`config.mk`:
```
export PLATFORM = sky130hd
export DESIGN_NAME = proc9_program_sequencer
export DESIGN_NICKNAME = d
export VERILOG_FILES = /design/src/rtl/proc9_program_sequencer.sv
export SDC_FILE = /design/constraint.sdc
export NUM_CORES = 1
export LEC_CHECK = 0
export ABC_AREA = 0
export BUFFER_PORTS_ARGS = -buffer_cell sky130_fd_sc_hd__clkbuf_2
export CAP_MARGIN = 0
export CORE_MARGIN = 4
export CORE_UTILIZATION = 30
export CTS_CLUSTER_DIAMETER = 60
export DETAILED_ROUTE_END_ITERATION = 10
export SYNTH_ARGS = -nofsm -noshare
export SYNTH_HDL_FRONTEND = slang
export SYNTH_SLANG_ARGS = --single-unit
export TNS_END_PERCENT = 1
```
`constraint.sdc`:
```
create_clock -name clock -period 3 [get_ports clock]
set_clock_uncertainty 0.05 [all_clocks]
set_input_delay 0.3 -clock clock [delete_from_list [all_inputs] [get_ports clock]]
set_output_delay 0.3 -clock clock [all_outputs]
set_load 0.02 [all_outputs]
```
`src/rtl/proc9_program_sequencer.sv`:
```
// Program sequencer for the 9-bit bus processor: fetches instructions (plus the mvi immediate)
// from a synchronous ROM, drives Run/DataIn, waits for Done and stops at end of program.
module proc9_program_sequencer #(
  parameter int          W       = 9,
  parameter int          ADDR_W  = 8,
  parameter logic [2:0]  OP_MVI  = 3'b001,
  parameter int          TIMEOUT = 8
) (
  input  logic              clock,
  input  logic              aResetn,
  input  logic              start,
  input  logic              abort,
  input  logic [ADDR_W-1:0] prog_len,
  output logic              mem_rd,
  output logic [ADDR_W-1:0] mem_addr,
  input  logic [W-1:0]      mem_data,
  output logic              proc_run,
  output logic [W-1:0]      proc_din,
  input  logic              proc_done,
  output logic              busy,
  output logic              halted,
  output logic              error,
  output logic [ADDR_W-1:0] instr_count
);

  localparam logic [3:0] S_IDLE    = 4'd0;
  localparam logic [3:0] S_FETCH_I = 4'd1;
  localparam logic [3:0] S_LATCH_I = 4'd2;
  localparam logic [3:0] S_FETCH_D = 4'd3;
  localparam logic [3:0] S_LATCH_D = 4'd4;
  localparam logic [3:0] S_ISSUE   = 4'd5;
  localparam logic [3:0] S_EXEC    = 4'd6;
  localparam logic [3:0] S_HALT    = 4'd7;
  localparam logic [3:0] S_ERR     = 4'd8;

  localparam int              WD_W   = (TIMEOUT > 1) ? $clog2(TIMEOUT) : 1;
  localparam logic [WD_W-1:0] WD_MAX = WD_W'(TIMEOUT - 1);

  logic [3:0]        r_state;
  logic [ADDR_W-1:0] r_pc;
  logic [ADDR_W-1:0] r_len;
  logic [ADDR_W-1:0] r_count;
  logic [W-1:0]      r_ir;
  logic [W-1:0]      r_imm;
  logic [WD_W-1:0]   r_wd;

  logic [ADDR_W-1:0] w_pc_inc;
  logic              w_fetch;
  logic              w_ir_mvi;
  logic              w_rom_mvi;

  assign w_pc_inc  = r_pc + 1'b1;
  assign w_fetch   = (r_state == S_FETCH_I) || (r_state == S_FETCH_D);
  assign w_ir_mvi  = (r_ir[W-1 -: 3] == OP_MVI);
  assign w_rom_mvi = (mem_data[W-1 -: 3] == OP_MVI);

  always_ff @(posedge clock) begin
    if (!aResetn) begin
      r_state <= S_IDLE;
      r_pc    <= '0;
      r_len   <= '0;
      r_count <= '0;
      r_ir    <= '0;
      r_imm   <= '0;
      r_wd    <= '0;
    end else if (abort) begin
      r_state <= S_IDLE;
    end else begin
      case (r_state)
        S_IDLE, S_HALT, S_ERR: begin
          if (start) begin
            r_len   <= prog_len;
            r_pc    <= '0;
            r_count <= '0;
            r_state <= (prog_len == '0) ? S_HALT : S_FETCH_I;
          end
        end
        S_FETCH_I: r_state <= S_LATCH_I;
        S_LATCH_I: begin
          r_ir <= mem_data;
          r_pc <= w_pc_inc;
          // An mvi in the last program word has no immediate to follow it.
          if (w_rom_mvi) r_state <= (w_pc_inc == r_len) ? S_ERR : S_FETCH_D;
          else           r_state <= S_ISSUE;
        end
        S_FETCH_D: r_state <= S_LATCH_D;
        S_LATCH_D: begin
          r_imm   <= mem_data;
          r_pc    <= w_pc_inc;
          r_state <= S_ISSUE;
        end
        S_ISSUE: begin
          r_wd    <= '0;
          r_state <= S_EXEC;
        end
        S_EXEC: begin
          r_wd <= r_wd + 1'b1;
          if (proc_done) begin
            r_count <= r_count + 1'b1;
            r_state <= (r_pc == r_len) ? S_HALT : S_FETCH_I;
          end else if (r_wd == WD_MAX) begin
            r_state <= S_ERR;
          end
        end
        default: r_state <= S_IDLE;
      endcase
    end
  end

  // Moore decodes only: proc_done never reaches an output combinationally.
  assign mem_rd      = w_fetch;
  assign mem_addr    = w_fetch ? r_pc : '0;
  assign proc_run    = (r_state == S_ISSUE);
  assign proc_din    = (r_state == S_ISSUE) ? r_ir :
                       (r_state == S_EXEC)  ? (w_ir_mvi ? r_imm : r_ir) : '0;
  assign busy        = !((r_state == S_IDLE) || (r_state == S_HALT) || (r_state == S_ERR));
  assign halted      = (r_state == S_HALT);
  assign error       = (r_state == S_ERR);
  assign instr_count = r_count;

endmodule

```
==> reports/qor.yml, run 1 <==
run_status:
  status: "finished, final reports clean"
logic_synthesis:
  yosysMostFrequentCell: "dfxtp_1"
  synth.net_count: 331
  ys_dominant_reg_cell: "dfxtp_1"
  yosys_warnings: 0
  synth-edff-count: 0
  synthArstFlopShare_pct: 0
  synth_cell_types: 57
  synthTopCellsByArea: "dfxtp_1 (37%), mux2i_1 (9.7%), nor2_1 (5.9%)"
  syn_area_um2: 2680
  synth_common_cells: "dfxtp_1 (49), nor2_1 (42), mux2i_1 (26)"
  netlist.area_leader.share_pct: 36.6
  syn_area_per_cell_um2: 8.80
  ys_seq_area_share_pct: 36.6
  synth.ff_latch_count: 49
  post-synth-top-area-cell: "dfxtp_1"
  postSynthCellCount: 305
detailed_routing:
  wl_um: 6440
  route.vias.total: 2288
  dr.pass1.iters: 4
  drtIter0Drc: 76
  via_per_inst: 4.97
  wl_per_cell_um: 14.0
  final_antenna_net_count: 0
  drc_errors: 0
power:
  total_power_w: 0.00129
  p_per_area_nw_per_um2: 411
  vdd_drop_max_v: 0.000216
  leakage_nw: 1.17
worst_setup_path:
  path_delay_family: "compound AO/OA/AOI/OAI gates"
  critPathMaxStageDelay_ns: 0.59
  required_ns: 2.65
  path_buf_inv: 1
  end_kind: "output pin"
  crit_path_start_kind: "flip-flop"
  cp_cell_sequence: "nor2b_1, nand3b_1, o21ai_1, a22o_1, clkbuf_2"
  crit_fanout: 12
  slowest_stage: "dfxtp_1"
  crit_type: "flip-flop to output pin"
  cp.arrival_ns: 2.25
placed_design:
  dpl.hpwl_um: 4910
  place_ws_ns: 0.593
  gp_congestion: 0.828
  port-buffer-count: 51
final_layout:
  fill_cells: 909
  fin_util_pct: 36.0
  diodes: 0
  area_growth_pct: 16.8
  nets: 377
  multi_input_comb_area_um2: 1590
  drive_gt1_share_pct: 21.9
  regArea_um2: 981
floorplanning:
  num_rows: 34
  die_h_um: 103
  core_um2: 8720
  design.die.area_um2: 10500
  die_w_um: 103
  ios: 52
  start_util_pct: 30.8
clock_tree:
  cts_num_sinks: 49
  clk_pin_slew_ns: 0.11
  max-clock-path-buffers: 2
  htree_levels: 2
  post_cts_buffers: 0
  hold_buffers: 0
  cts_root_buffer: "clkbuf_8"
  numCtsBuffers: 5
  cts_tree: "done"
  cts_resized: 0
  clk_latency_ns: 0.30
grt:
  antenna_found_initial: 0
  grt_pass1_vias: 2155
  grt_pass1_wl_um: 10600
  grt_usage_pct: 12.6
  grt_overflow: 0
  grt_max_degree: 21
timing:
  setup_tns_ns: 0
  finalCritPeriodShare_pct: 86.8
  slew_headroom_pct: 52.8
  timing.hold.ws_ns: 0.190
  worstMarginPinSlew_ns: 0.707
  setup_ws_ns: 0.396
  period_needed_ns: 2.60
  fmax_mhz: 384
  final-setup-viol-count: 0
  rsz0062_at_grt: "false"
  hold_violations: 0
  drv_slew: 0
min_path:
  hold_class: "primary input to flip-flop"
run:
  cap_violations: 0
## cell type report
class	instances	area share [%]
Multi-Input combinational cell	233	50.6
Sequential cell	49	31.3
Timing Repair Buffer	56	9.34
Tap cell	108	4.31
Clock buffer	5	2.19
Clock inverter	3	1.52
Inverter	6	0.718
## cells by family after synthesis
| group | count (synthesis) | share of synthesized area (%) |
|---|---|---|
| flip-flops | 49 | 36.6 |
| AND/OR/NAND/NOR | 127 | 25.9 |
| multiplexers | 26 | 9.70 |
| buffers and inverters | 23 | 4.52 |
| AO/OA/AOI/OAI | 54 | 13.6 |
| adder cells (fa/ha/maj) | 4 | 1.86 |
| XOR/XNOR | 22 | 7.88 |
## state kept, by name (all words and copies together) (netlist names)
| signal | count |
|---|---|
| r_imm | 9 |
| r_state | 4 |
| r_pc | 8 |
| r_wd | 3 |
| r_ir | 9 |
| instr_count | 8 |
| r_len | 8 |
## stage by stage
step | cell area (um^2) | std cells
finish | 3140 | 460
global route | 3140 | 460
CTS | 3140 | 460
detailed placement | 3020 | 452
global placement | 3020 | 452
floorplan | 2680 | 305
## path summary, 6_finish.rpt
check,startpoint,endpoint,slack (ns),cells after the start
worst max-delay path,r_state[2],proc_din[0],0.40,5
worst min-delay path,mem_data[5],r_imm[5],0.19,3
worst max register to register,r_pc[0],r_state[1],0.58,6
worst min register to register,instr_count[7],instr_count[7],0.45,2
## layer usage
metal	vias up	GRT usage [%]	wire length, um
met5	-	0	0
met1	1078	17.3	3050
li1	1162	-	-
met3	2	3.86	428
met4	0	2.12	23
met2	46	19.7	2940
## power by group
group | switching [W] | total, W | internal (W)
Sequential | 0.0000145 | 0.000675 | 0.000660
Combinational | 0.0000693 | 0.000122 | 0.0000530
Clock | 0.000239 | 0.000493 | 0.000255
Total | 0.000322 | 0.00129 | 0.000968
## worst min-delay path, delay by kind of cell
kind | cells | cell delay [ns]
simple gates | 1 | 0.07
mux | 1 | 0.06
buf+inv | 1 | 0.09
## layout by cell type, fill, tap and decap left out, types with 10 or more instances in the layout
cell	count
nor2b_1	14
mux2i_1	26
o21ai_0	13
nand2_1	14
and2_1	12
xnor2_1	14
nor2_1	42
dfxtp_1	49
a21oi_1	10
clkbuf_2	51
Note: power is estimated with default switching activity, not from simulation.
==> inputs of run 2 (changes only) <==
Settings changed: GPL_TIMING_DRIVEN set to 0, REMOVE_ABC_BUFFERS set to 1.
==> reports/qor.yml, run 2 (synthesized netlist as in run 1, its figures left out) <==
worst_setup_path:
  end_kind: "flip-flop"
  crit_path_start_kind: "flip-flop"
  slowest_stage: "nor2b_1"
  cp_cell_sequence: "nor2b_1, nor3b_1, nor2b_1, mux2i_1, nor2_1"
  required_ns: 3.12
  crit_fanout: 11
  crit_type: "flip-flop to flip-flop"
  critPathMaxStageDelay_ns: 0.89
  timing.critical_path.mode_cell: "nor2b_1"
  cp.arrival_ns: 2.68
timing:
  final-setup-viol-count: 0
  worstMarginPinSlew_ns: 1.27
  rsz0062_at_grt: "false"
  drv_slew: 0
  hold_violations: 0
  fmax_mhz: 390
  period_needed_ns: 2.56
  finalCritPeriodShare_pct: 85.4
  slew_headroom_pct: 14.3
  setup_tns_ns: 0
  setup_ws_ns: 0.439
final_layout:
  fin_util_pct: 35.9
  stdcell_area_um2: 3130
  drive_gt1_share_pct: 21.0
  final_common_cell: "clkbuf_2"
  top_regs: "r_imm x9, r_ir x9"
  nets: 373
  regArea_um2: 981
  area_growth_pct: 16.5
  fill_cells: 870
  diodes: 0
  layout_common_cells: "clkbuf_2 (51), dfxtp_1 (49), nor2_1 (42)"
  multi_input_comb_area_um2: 1590
detailed_routing:
  wl_per_cell_um: 13.9
  drtIter0Drc: 110
  route.vias.total: 2247
  dr.pass1.iters: 4
  final_antenna_net_count: 0
  wl_um: 6330
  via_per_inst: 4.93
  drc_errors: 0
power:
  leakage_nw: 1.16
  p_clk_share_pct: 41.8
  swShare_pct: 23.2
  p_int_w: 0.00105
  comb_power_share_pct: 8.6
  seq_power_share_pct: 49.5
  switching_power_w: 0.000315
  p_per_area_nw_per_um2: 435
  vdd_drop_max_v: 0.000278
clock_tree:
  htree_levels: 2
  cts_resized: 0
  cts_root_buffer: "clkbuf_8"
  cts_tree: "done"
  hold_buffers: 0
  cts_num_sinks: 49
  clk_latency_ns: 0.31
  clk_pin_slew_ns: 0.10
  post_cts_buffers: 0
  max-clock-path-buffers: 2
  numCtsBuffers: 5
placed_design:
  gp_congestion: 0.818
  place_ws_ns: 0.387
  port-buffer-count: 51
  dpl.hpwl_um: 4770
  placed_area_um2: 2990
floorplanning:
  ios: 52
  design.die.area_um2: 10500
  die_w_um: 103
  die_h_um: 103
  core_um2: 8720
  num_rows: 34
  start_util_pct: 30.8
grt:
  grt_overflow: 0
  grt_pass1_vias: 2237
  grt_pass1_wl_um: 10700
  antenna_found_initial: 0
  grt_max_degree: 21
  grt_usage_pct: 12.6
min_path:
  hold_class: "primary input to flip-flop"
run_status:
  status: "finished, final reports clean"
run:
  cap_violations: 0
## run 2: cell types whose count changed in the layout (fill, tap and decap cells not counted)
cell	delta
inv_6	-1
buf_4	-4
bufinv_16	+1
## run 2: final timing paths
check	start	end	slack [ns]	depth (start not counted)
worst max-delay path	r_state[1]	r_ir[3]	0.44	5
worst min-delay path	mem_data[0]	r_imm[0]	0.19	3
worst max register to register	r_state[1]	r_ir[3]	0.44	5
worst min register to register	instr_count[7]	instr_count[7]	0.45	2
## run 2: worst max-delay path, delay by kind of cell (launching register included)
kind	cells	cell delay, ns
multiplexers	1	0.27
flip-flops	1	0.58
AND/OR/NAND/NOR	4	1.52
## run 2: metal layers
metal / vias up / wire (um) / track usage (%)
li1: 1150 / - / -
met1: 1042 / 3010 / 16.3
met2: 53 / 2890 / 21.1
met3: 2 / 397 / 3.45
met4: 0 / 32 / 2.93
met5: - / 0 / 0
## run 2: cell type report
class,count,share of cell area (%)
clock inverters,3,2.20
clock buffers,5,2.20
inverters,6,0.720
well taps,108,4.32
multi-input cells,233,50.8
repair buffers,52,8.40
flip-flops and latches,49,31.4
## run 2: stage by stage
step,hold WS [ns],cells,power (W)
3_3_place_gp,0.417,447,0.000806
2_1_floorplan,0.378,288,0.000760
6_report,0.186,456,0.00136
4_1_cts,0.174,456,0.00139
5_1_grt,0.195,456,0.00142
3_5_place_dp,0.438,448,0.000809
## run 2: power groups by stage
| stage | Clock, W | Combinational [W] | Sequential [W] |
|---|---|---|---|
| floorplan | 0 | 0.0000731 | 0.000687 |
| detailed placement | 0 | 0.000119 | 0.000690 |
| global placement | 0 | 0.000117 | 0.000689 |
| finish | 0.000569 | 0.000118 | 0.000674 |
| global route | 0.000609 | 0.000131 | 0.000677 |
| CTS | 0.000594 | 0.000120 | 0.000675 |
==> inputs of run 3 (changes only) <==
Settings changed: CELL_PAD_IN_SITES_DETAIL_PLACEMENT set to 0, CELL_PAD_IN_SITES_GLOBAL_PLACEMENT set to 1, PLACE_DENSITY_LB_ADDON set to 0.1.
==> reports/qor.yml, run 3 (synthesized netlist as in run 1, its figures left out) <==
run_status:
  status: "finished, final reports clean"
clock_tree:
  hold_buffers: 0
  post_cts_buffers: 0
  clk_pin_slew_ns: 0.11
  cts_tree: "done"
  cts_num_sinks: 49
  htree_levels: 2
  numCtsBuffers: 5
  cts_resized: 0
  cts_root_buffer: "clkbuf_8"
  clk_latency_ns: 0.31
  max-clock-path-buffers: 2
final_layout:
  nets: 373
  stdcell_area_um2: 3110
  diodes: 0
  layout_common_cells: "clkbuf_2 (51), dfxtp_1 (49), nor2_1 (42)"
  area_growth_pct: 15.7
  final_common_cell: "clkbuf_2"
  top_regs: "r_imm x9, r_ir x9"
  drive_gt1_share_pct: 21.0
timing:
  slew_headroom_pct: 27.6
  fmax_mhz: 381
  hold_violations: 0
  drv_slew: 0
  finalCritPeriodShare_pct: 87.5
  period_needed_ns: 2.62
  rsz0062_at_grt: "false"
  worstMarginPinSlew_ns: 1.08
  setup_tns_ns: 0
  final-setup-viol-count: 0
worst_setup_path:
  regToRegSetupSlack_ns: 0.42
  crit_path_start_kind: "flip-flop"
  rr_endpoint: "r_ir[3]"
  crit_type: "flip-flop to output pin"
  r2r_start: "r_state[1]"
  crit_fanout: 12
  cp.arrival_ns: 2.27
  r2r_cells: 5
  required_ns: 2.65
  end_kind: "output pin"
power:
  leakage_nw: 1.15
  p_int_w: 0.000965
  switching_power_w: 0.000340
  total_power_w: 0.00130
  p_per_area_nw_per_um2: 420
  vdd_drop_max_v: 0.000167
  swShare_pct: 26.1
  seq_power_share_pct: 51.7
  comb_power_share_pct: 9.2
  p_clk_share_pct: 39.1
detailed_routing:
  final_antenna_net_count: 0
  via_per_inst: 4.90
  wl_per_cell_um: 14.8
  drc_errors: 0
  dr.pass1.iters: 4
  route.vias.total: 2234
  wl_um: 6770
  drtIter0Drc: 78
floorplanning:
  core_um2: 8720
  design.die.area_um2: 10500
  ios: 52
  die_w_um: 103
  start_util_pct: 30.8
  num_rows: 34
  die_h_um: 103
min_path:
  hold_class: "primary input to flip-flop"
  hold_path_startpoint: "mem_data[2]"
  whs_endpoint: "r_ir[2]"
  hold_depth: 3
placed_design:
  gp_congestion: 0.773
  placed_area_um2: 2990
  port-buffer-count: 51
  dpl.hpwl_um: 4970
grt:
  grt_pass1_vias: 2217
  antenna_found_initial: 0
  grt_usage_pct: 13.5
  grt_max_degree: 21
  grt_pass1_wl_um: 11100
  grt_overflow: 0
run:
  cap_violations: 0
[run 3: power by group through the flow]
stage	combinational, W	clock [W]	sequential (W)
after floorplan	0.0000731	0	0.000687
after global placement	0.000122	0	0.000690
after detailed placement	0.000122	0	0.000690
after CTS	0.000122	0.000533	0.000675
after global routing	0.000134	0.000557	0.000678
final	0.000120	0.000510	0.000675
[run 3: critical path: stages (launching register included)]
cell      delay (ns)
dfxtp_1         0.59
nor2b_1         0.25
nand3b_1        0.20
o21ai_1         0.53
a22o_1          0.23
clkbuf_2        0.17
[run 3: layout make-up]
type	instances	area [um^2]
clock buffers	5	68.8
fillers	902	5620
repair buffers	52	263
flip-flops and latches	49	981
inverters	6	22.5
clock inverters	3	47.5
multi-input cells	233	1590
well taps	108	135
[run 3: how the worst max path moves through the flow]
stage,startpoint,end,cells after the start
after floorplan,r_state[2],r_imm[0],4
after global placement,r_state[2],r_imm[4],4
after detailed placement,r_state[1],r_ir[3],5
after CTS,r_state[2],proc_din[5],5
after global routing,r_state[2],proc_din[5],5
final,r_state[2],proc_din[5],5
[run 3: metal layers]
metal  GRT usage [%]  up-vias  wire length (um)
li1                -     1151                 -
met3            2.84        7               301
met4            3.63        0                63
met2            22.5       50              3170
met5               0        -                 0
met1            17.5     1026              3240
[run 3: per-stage QoR]
step	hold slack [ns]	utilization, %	instances	setup slack (ns)
final	0.189	35.6	456	0.375
after global routing	0.192	35.6	456	0.152
after CTS	0.174	35.6	456	0.300
after detailed placement	0.435	34.3	448	0.364
after global placement	0.423	34.1	447	-0.645
after floorplan	0.378	-	288	0.346
